<file path="src/rtl/hazard_ctrl.sv">
// Pipeline hazard controller: drives stall/flush for the PC and pipeline registers
// from load-use, EX-stage redirect and LSU-busy conditions, with saturating counters.
module hazard_ctrl #(
   parameter int         CNT_W       = 32,
   parameter logic [1:0] WB_SEL_LOAD = 2'b01
) (
   input  logic             i_clk,
   input  logic             i_reset,
   input  logic [31:0]      i_instr_id,
   input  logic [31:0]      i_instr_ex,
   input  logic             i_rd_wren_ex,
   input  logic [1:0]       i_wb_sel_ex,
   input  logic             i_pc_sel_ex,
   input  logic             i_lsu_busy,
   output logic             o_pc_enable,
   output logic             o_enable_if,
   output logic             o_reset_if,
   output logic             o_enable_id,
   output logic             o_reset_id,
   output logic             o_enable_ex,
   output logic [1:0]       o_state,
   output logic [CNT_W-1:0] o_stall_cnt,
   output logic [CNT_W-1:0] o_flush_cnt,
   output logic [CNT_W-1:0] o_memwait_cnt
);

   typedef enum logic [1:0] {
      RUN      = 2'd0,
      MEM_WAIT = 2'd1,
      REDIRECT = 2'd2
   } state_t;

   localparam logic [6:0] OP_LUI   = 7'b0110111;
   localparam logic [6:0] OP_AUIPC = 7'b0010111;
   localparam logic [6:0] OP_JAL   = 7'b1101111;
   localparam logic [6:0] OP_R     = 7'b0110011;
   localparam logic [6:0] OP_S     = 7'b0100011;
   localparam logic [6:0] OP_B     = 7'b1100011;

   state_t           r_state;
   state_t           w_nextState;
   logic [CNT_W-1:0] r_stallCnt;
   logic [CNT_W-1:0] r_flushCnt;
   logic [CNT_W-1:0] r_waitCnt;

   logic [6:0] w_opId;
   logic [4:0] w_rs1Id;
   logic [4:0] w_rs2Id;
   logic [4:0] w_rdEx;
   logic       w_usesRs1;
   logic       w_usesRs2;
   logic       w_loadUse;
   logic       w_incStall;
   logic       w_incFlush;
   logic       w_incWait;
   logic       w_unused;

   assign w_opId   = i_instr_id[6:0];
   assign w_rs1Id  = i_instr_id[19:15];
   assign w_rs2Id  = i_instr_id[24:20];
   assign w_rdEx   = i_instr_ex[11:7];
   assign w_unused = ^{i_instr_id[31:25], i_instr_id[14:7], i_instr_ex[31:12], i_instr_ex[6:0]};

   assign w_usesRs1 = (w_opId != OP_LUI) && (w_opId != OP_AUIPC) && (w_opId != OP_JAL);
   assign w_usesRs2 = (w_opId == OP_R) || (w_opId == OP_S) || (w_opId == OP_B);

   assign w_loadUse = i_rd_wren_ex && (i_wb_sel_ex == WB_SEL_LOAD) && (w_rdEx != 5'd0) &&
                      ((w_usesRs1 && (w_rs1Id == w_rdEx)) || (w_usesRs2 && (w_rs2Id == w_rdEx)));

   // In REDIRECT the ID stage holds the flushed NOP, so a load-use match there is stale.
   always_comb begin
      o_pc_enable = 1'b1;
      o_enable_if = 1'b1;
      o_reset_if  = 1'b1;
      o_enable_id = 1'b1;
      o_reset_id  = 1'b1;
      o_enable_ex = 1'b1;
      w_nextState = RUN;
      w_incStall  = 1'b0;
      w_incFlush  = 1'b0;
      w_incWait   = 1'b0;
      if (i_reset) begin
         o_pc_enable = 1'b0;
         o_enable_if = 1'b0;
         o_reset_if  = 1'b0;
         o_enable_id = 1'b0;
         o_reset_id  = 1'b0;
         o_enable_ex = 1'b0;
      end else if (i_lsu_busy) begin
         o_pc_enable = 1'b0;
         o_enable_if = 1'b0;
         o_enable_id = 1'b0;
         o_enable_ex = 1'b0;
         w_nextState = MEM_WAIT;
         w_incWait   = 1'b1;
      end else if (i_pc_sel_ex) begin
         o_reset_if  = 1'b0;
         o_reset_id  = 1'b0;
         w_nextState = REDIRECT;
         w_incFlush  = 1'b1;
      end else if (w_loadUse && (r_state != REDIRECT)) begin
         o_pc_enable = 1'b0;
         o_enable_if = 1'b0;
         o_reset_id  = 1'b0;
         w_incStall  = 1'b1;
      end
   end

   always_ff @(posedge i_clk or posedge i_reset) begin
      if (i_reset) r_state <= RUN;
      else         r_state <= w_nextState;
   end

   // Counters hold at all-ones instead of wrapping.
   always_ff @(posedge i_clk or posedge i_reset) begin
      if (i_reset) begin
         r_stallCnt <= '0;
         r_flushCnt <= '0;
         r_waitCnt  <= '0;
      end else begin
         if (w_incStall && (r_stallCnt != '1)) r_stallCnt <= r_stallCnt + 1'b1;
         if (w_incFlush && (r_flushCnt != '1)) r_flushCnt <= r_flushCnt + 1'b1;
         if (w_incWait  && (r_waitCnt  != '1)) r_waitCnt  <= r_waitCnt  + 1'b1;
      end
   end

   assign o_state       = r_state;
   assign o_stall_cnt   = r_stallCnt;
   assign o_flush_cnt   = r_flushCnt;
   assign o_memwait_cnt = r_waitCnt;

endmodule
</file>
<file path="config.mk">
export PLATFORM = sky130hd
export DESIGN_NAME = hazard_ctrl
export DESIGN_NICKNAME = d
export VERILOG_FILES = /design/src/rtl/hazard_ctrl.sv
export SDC_FILE = /design/constraint.sdc
export NUM_CORES = 1
export LEC_CHECK = 0
export CORE_MARGIN = 1
export CORE_UTILIZATION = 46
export CTS_CLUSTER_SIZE = 40
export DETAILED_ROUTE_END_ITERATION = 10
export PLACE_DENSITY = 0.82
export SYNTH_ARGS = -nofsm -noshare
export SYNTH_HDL_FRONTEND = slang
export SYNTH_SLANG_ARGS = --single-unit
</file>
<file path="constraint.sdc">
create_clock -name i_clk -period 3.5 [get_ports i_clk]
set_clock_uncertainty 0.2 [all_clocks]
set_input_delay 0.35 -clock i_clk [delete_from_list [all_inputs] [get_ports i_clk]]
set_output_delay 0.35 -clock i_clk [all_outputs]
set_load 0.01 [all_outputs]
</file>
=== Word-level counts from Yosys, hierarchy flattened ===
Cells that the tools add are included.

* ROM bits: 0
* Memories: 0
* Bits in latches: 0
* Memory bits (writable): 0
* Word-level logic and storage cells: 59
* Register bits after elaboration: 98

* Shift operators: 0
* Equality and inequality tests: 13
* Add/subtract/negate cells: 3
* Magnitude comparators: 0
* Multiply operators: 0
* Div/mod/pow operators: 0
* Bitwise logic cells: 0
* Multiplexer cells: 24
* Reduce and logical (&&, ||, !) cells: 15

{| class="wikitable"
|+ Operator list
! operator !! number
|-
| 32-bit by 1-bit adder with 32-bit output (second input constant) || 3
|-
| 32-bit inequality test (second input constant) || 3
|-
| 1-bit two-way mux || 21
|-
| 7-bit by 6-bit equality test with 1-bit output (second input constant) || 2
|-
| 1-bit logical AND || 11
|-
| 5-bit equality test || 2
|-
| 7-bit equality test (second input constant) || 1
|-
| 7-bit by 5-bit inequality test with 1-bit output (second input constant) || 1
|-
| 7-bit by 6-bit inequality test with 1-bit output (second input constant) || 1
|-
| 7-bit inequality test (second input constant) || 1
|-
| 2-bit two-way mux || 3
|-
| 5-bit nonzero test || 1
|-
| 1-bit logical OR || 3
|-
| 2-bit by 1-bit equality test with 1-bit output (second input constant) || 1
|-
| 2-bit inequality test (second input constant) || 1
|}

=== Depth between registers and ports, before layout ===
* Word-level depth: 12
* Depth in mapped cells: 9
* Depth with buffers taken out: 7

=== Worst setup path after synthesis ===
No wires, ideal clock.

* Path type: in2reg
* Start point: in i_reset
* End point: reg r_waitCnt[23] (netlist: o_memwait_cnt[23])
* Stages on the path: 7
* Setup time: 127 ps
* Arrival: 3,661 ps
* Setup slack: -488 ps
* Cell sequence: inv_1 nand2_1 a41oi_1 buf_2 buf_6 nand3_1 xnor2_1

* Cells in the longest elaborated chain, start to end: 2

{| class="wikitable"
|+ Ends and longest elaborated chain
! element !! line !! text
|-
| start: declaration || 8 || <nowiki>input logic i_reset,</nowiki>
|-
| 1-bit two-way mux || 82 || <nowiki>if (i_reset) begin</nowiki>
|-
| 1-bit logical AND || 123 || <nowiki>if (w_incWait && (r_waitCnt != '1)) r_waitCnt <= r_waitCnt + 1'b1;</nowiki>
|-
| end signal: assignment || 123 ||
|-
| end: declaration || 44 || <nowiki>logic [CNT_W-1:0] r_waitCnt;</nowiki>
|}

No other way between the ends.
A chain may end at the register's enable or synchronous reset.

=== Final worst setup path ===
* Start point: in i_instr_ex[8]
* End point: out o_pc_enable

* Cells in the longest elaborated chain, start to end: 9

{| class="wikitable"
|+ Ends and longest elaborated chain
! element !! line !! text
|-
| start: declaration || 10 || <nowiki>input logic [31:0] i_instr_ex,</nowiki>
|-
| 5-bit equality test || 68 || <nowiki>((w_usesRs1 && (w_rs1Id == w_rdEx)) || (w_usesRs2 && (w_rs2Id == w_rdEx)));</nowiki>
|-
| 1-bit logical AND || 68 ||
|-
| 1-bit logical OR || 68 ||
|-
| 1-bit logical AND * || 67 || <nowiki>assign w_loadUse = i_rd_wren_ex && (i_wb_sel_ex == WB_SEL_LOAD) && (w_rdEx != 5'd0) &&</nowiki>
|-
| 1-bit logical AND * || 101 || <nowiki>end else if (w_loadUse && (r_state != REDIRECT)) begin</nowiki>
|-
| 1-bit two-way mux * || 101 ||
|-
| 1-bit two-way mux * || 96 || <nowiki>end else if (i_pc_sel_ex) begin</nowiki>
|-
| 1-bit two-way mux * || 89 || <nowiki>end else if (i_lsu_busy) begin</nowiki>
|-
| 1-bit two-way mux * || 82 ||
|-
| end: declaration || 15 || <nowiki>output logic o_pc_enable,</nowiki>
|}

Mark *: on every way between the ends. The rest lies on a longest branch, timed or not.

==> results_tabular.tex <==
\begin{tabular}{lr}
\hline
Metric & Value \\
\hline
\multicolumn{2}{l}{\textbf{Route}} \\
\quad Total Routed Length & 11,860 um \\
\quad Total via count after detailed routing & 4,071 \\
\quad Iteration count of the initial detailed-routing pass & 5 \\
\quad DRC Markers & 0 \\
\quad Drt initial violations & between 150 and 200 \\
\quad Routed via count divided by cell count & 5.421 \\
\quad Routed length per instance & approximately 16 um \\
\quad Number of antenna-violating nets in the routed design & 0 \\
\multicolumn{2}{l}{\textbf{Timing}} \\
\quad Number of slew-limit violations in the final report & 0 \\
\quad Hold Worst Slack & a little over 300 ps \\
\quad Achievable frequency & about 300 MHz \\
\quad Minimum clock period & approximately 3300 ps \\
\quad Setup repair after global routing missed its margin & no \\
\quad Final Hold Viols & 0 \\
\quad Worst slew margin relative to its limit & a little under half \\
\quad Slew of the pin with the lowest slew margin & around 810 ps \\
\quad Sum Neg Setup Slack & 0 ps \\
\quad Final period utilization & between 90\% and 100\% \\
\quad Number of endpoints failing setup at the final stage & 0 \\
\multicolumn{2}{l}{\textbf{Finish}} \\
\quad Count of placed standard cells in the final layout, fillers left out & 751 \\
\quad Fraction of layout cells with a size suffix above 1 & under 10\% \\
\quad N\_diodes & 0 \\
\quad Signed area change from the synthesized netlist to the final layout & 33.00\% \\
\quad Non-Filler Cell Area, Final & between 0.006 and 0.007 sq mm \\
\quad Number of nets in the finished design & roughly 690 \\
\quad Post-Route Utilization & a little under two thirds \\
\multicolumn{2}{l}{\textbf{Worst setup path}} \\
\quad WP data required & 2950 ps \\
\quad Nature of the critical path endpoint & output pin \\
\quad Type of origin of the critical path & primary input \\
\quad Arrival time at the worst endpoint & between 2000 and 3000 ps \\
\quad Critical-path maximum fanout & 3 \\
\quad Setup Crit Path Kind & in -> out \\
\multicolumn{2}{l}{\textbf{Die}} \\
\quad Die footprint & roughly 0.011 sq mm \\
\quad Die width & $\sim$110 um \\
\quad Standard-cell rows & 37 \\
\quad Ports placed on the boundary & between 150 and 200 \\
\quad Initial core utilization & 47.72\% \\
\quad Die extent in y & 106.0 um \\
\quad Core region area & approximately 0.010 sq mm \\
\multicolumn{2}{l}{\textbf{Place}} \\
\quad Placer Congestion & $\sim$0.88 \\
\quad Total half-perimeter wirelength after legalization and detailed placement & $\sim$9000 um \\
\quad Count of input and output buffers & approximately 130 \\
\quad Placed Area & $\sim$0.0064 sq mm \\
\quad Placed Cells & $\sim$740 \\
\multicolumn{2}{l}{\textbf{Clock tree}} \\
\quad Deepest level of the CTS H-tree & 3 \\
\quad Clock slew at the register clock pins of the worst setup and hold paths & about 100 ps \\
\quad Count of clock tree sinks & roughly 100 \\
\quad Number of clock buffers inserted by TritonCTS & 9 \\
\quad Hold buffers post-CTS & 0 \\
\quad Number of buffers on the longest clock path & 2 \\
\quad Skew-Pair Late Insertion Delay & approximately 360 ps \\
\quad CTS resizes & 0 \\
\quad Post-CTS Setup Repair Bufs & 0 \\
\quad Clock tree from TritonCTS & built \\
\quad Root buffer cell & sky130\_fd\_sc\_hd\_\_clkbuf\_8 \\
\multicolumn{2}{l}{\textbf{Synthesis}} \\
\quad Top cells by area in the synthesized netlist & sky130\_fd\_sc\_hd\_\_dfrtp\_1, sky130\_fd\_sc\_hd\_\_xnor2\_1, sky130\_fd\_sc\_hd\_\_nand4\_1, sky130\_fd\_sc\_hd\_\_xor2\_1, sky130\_fd\_sc\_hd\_\_nand3\_1 \\
\quad Sequential area share after synthesis & about half \\
\quad Synth warnings & 0 \\
\quad Mean area per synthesized cell & 10.53 sq um \\
\quad Post-synth EDFFs & 0 \\
\quad Syn Nets & between 500 and 600 \\
\quad Area of the mapped netlist & between 0.004 and 0.005 sq mm \\
\quad Yosys top cell by area & sky130\_fd\_sc\_hd\_\_dfrtp\_1 \\
\quad Unique cell type count in the Yosys netlist & 43 \\
\quad Top-area cell type share of the netlist area & slightly below 50\% \\
\quad Share of synthesized flip-flops with an asynchronous set or reset & 100.0\% \\
\quad Number of storage elements in the synthesis netlist & just under 100 \\
\quad Cell count after synthesis & between 400 and 500 \\
\quad Top FF cell, synth & sky130\_fd\_sc\_hd\_\_dfrtp\_1 \\
\multicolumn{2}{l}{\textbf{Global routing}} \\
\quad Total overflow reported by the global router & 0 \\
\quad Wire length of the first global-routing pass & roughly 20,000 um \\
\quad Initial antenna violation count & 0 \\
\quad Global routing usage summed across all routing layers & approximately 22\% \\
\quad Vias in the first global route & 4,165 \\
\quad Maximum number of pins on one net before global-route repair & between 60 and 70 \\
\multicolumn{2}{l}{\textbf{Power and ir drop}} \\
\quad VDD IR max & approximately 0.00032 V \\
\quad Leakage power & 2.707 nW \\
\quad Total power density per cell area & 358.1 mW/mm\^{}2 \\
\multicolumn{2}{l}{\textbf{Hold path}} \\
\quad Hold WC Path Type & reg -> reg \\
\multicolumn{2}{l}{\textbf{Outcome}} \\
\quad Outcome & finished, final reports clean \\
\multicolumn{2}{l}{\textbf{Job}} \\
\quad Max cap viols & 0 \\
\hline
\end{tabular}
==> Yosys cell counts, drive strengths merged, types with 9 or more instances <==
| master | count |
|---|---|
| dfrtp | 98 |
| nand3 | 45 |
| xor2 | 23 |
| xnor2 | 79 |
| inv | 14 |
| nand4 | 40 |
| nand2 | 49 |
| and3 | 19 |
| buf | 9 |
| nor3 | 21 |
| nor2 | 24 |
==> layer usage <==
layer  GRT usage [%]  part of all wire [%]  vias to the layer above
met1           28.84                    44                     1985
li1                -                     -                     1929
met5               0                     0                        -
met3           5.028                   7.1                       10
met4           8.532                  0.89                        0
met2           36.51                    48                      147
==> per-stage QoR <==
| stage | setup slack (ps) | total power (W) |
|---|---|---|
| after detailed placement | 172.3 | 0.001685 |
| after global routing | 62.11 | 0.002476 |
| after floorplan | 463.2 | 0.001461 |
| after global placement | 217.5 | 0.001668 |
| final | 205.6 | 0.002368 |
| after CTS | 146.4 | 0.002394 |
==> cell families after synthesis <==
| group | synth area share, % |
|---|---|
| buf+inv | 2.743 |
| xor+xnor | 17.97 |
| fa+ha+maj | 0.7552 |
| simple gates | 26.33 |
| flops | 49.33 |
| mux | 0.9061 |
| compound gates | 1.963 |
==> flip-flops by register name, indices dropped and copies added, names as in the netlist <==
signal         count
o_stall_cnt       32
o_memwait_cnt     32
o_state            2
o_flush_cnt       32
==> placed cells by master, fill, tap and decap left out, types with 2 or more instances in the layout <==
cell type / n
sky130_fd_sc_hd__clkbuf_8: 9
sky130_fd_sc_hd__buf_4: 6
sky130_fd_sc_hd__nand2_1: 49
sky130_fd_sc_hd__nor2b_1: 5
sky130_fd_sc_hd__nand4_1: 40
sky130_fd_sc_hd__nor4_1: 3
sky130_fd_sc_hd__and4_1: 7
sky130_fd_sc_hd__and3_1: 19
sky130_fd_sc_hd__nor3_1: 20
sky130_fd_sc_hd__xnor2_1: 79
sky130_fd_sc_hd__nand4b_1: 2
sky130_fd_sc_hd__inv_1: 13
sky130_fd_sc_hd__a21boi_0: 2
sky130_fd_sc_hd__clkinvlp_4: 2
sky130_fd_sc_hd__clkdlybuf4s50_1: 132
sky130_fd_sc_hd__ha_1: 3
sky130_fd_sc_hd__xor2_1: 23
sky130_fd_sc_hd__nor2_1: 23
sky130_fd_sc_hd__a21oi_1: 3
sky130_fd_sc_hd__dfrtp_1: 98
sky130_fd_sc_hd__nand3_2: 6
sky130_fd_sc_hd__mux2_2: 3
sky130_fd_sc_hd__and2_1: 3
sky130_fd_sc_hd__clkinv_2: 2
sky130_fd_sc_hd__nand3_1: 39
sky130_fd_sc_hd__nor4_4: 3
==> final timing paths <==
kind,startpoint,end,slack (ps),cells after the start
max in group asynchronous,i_reset,o_flush_cnt[0],1520,4
min,o_flush_cnt[5],o_flush_cnt[5],300,1
max reg2reg,o_stall_cnt[0],o_stall_cnt[1],790,7
min reg2reg,o_flush_cnt[5],o_flush_cnt[5],300,1
min in group asynchronous,i_reset,o_stall_cnt[31],410,3
max,i_instr_ex[8],o_pc_enable,210,6
==> power breakdown <==
part           total (W)  internal, W  switching (W)
Sequential       0.00128      0.00119      0.0000905
Combinational   0.000377     0.000209       0.000168
Clock           0.000708     0.000326       0.000382
Total            0.00237      0.00173       0.000640
==> final cells by class <==
cell class                      instances  area, sq um
Tap cell                              136        170.2
Sequential cell                        98         2452
Inverter                               14        56.30
Clock inverter                          5        56.30
Fill cell                             853         3805
Multi-Input combinational cell        350         2382
Timing Repair Buffer                  138         1366
Clock buffer                           10        127.6
==> critical path, cell delays in order <==
cell	delay, ps
sky130_fd_sc_hd__clkdlybuf4s50_1	470
sky130_fd_sc_hd__or4_1	560
sky130_fd_sc_hd__o21ai_0	330
sky130_fd_sc_hd__a21oi_4	70
sky130_fd_sc_hd__a21boi_0	350
sky130_fd_sc_hd__clkdlybuf4s50_1	610
(Power assumes the default switching activity.)
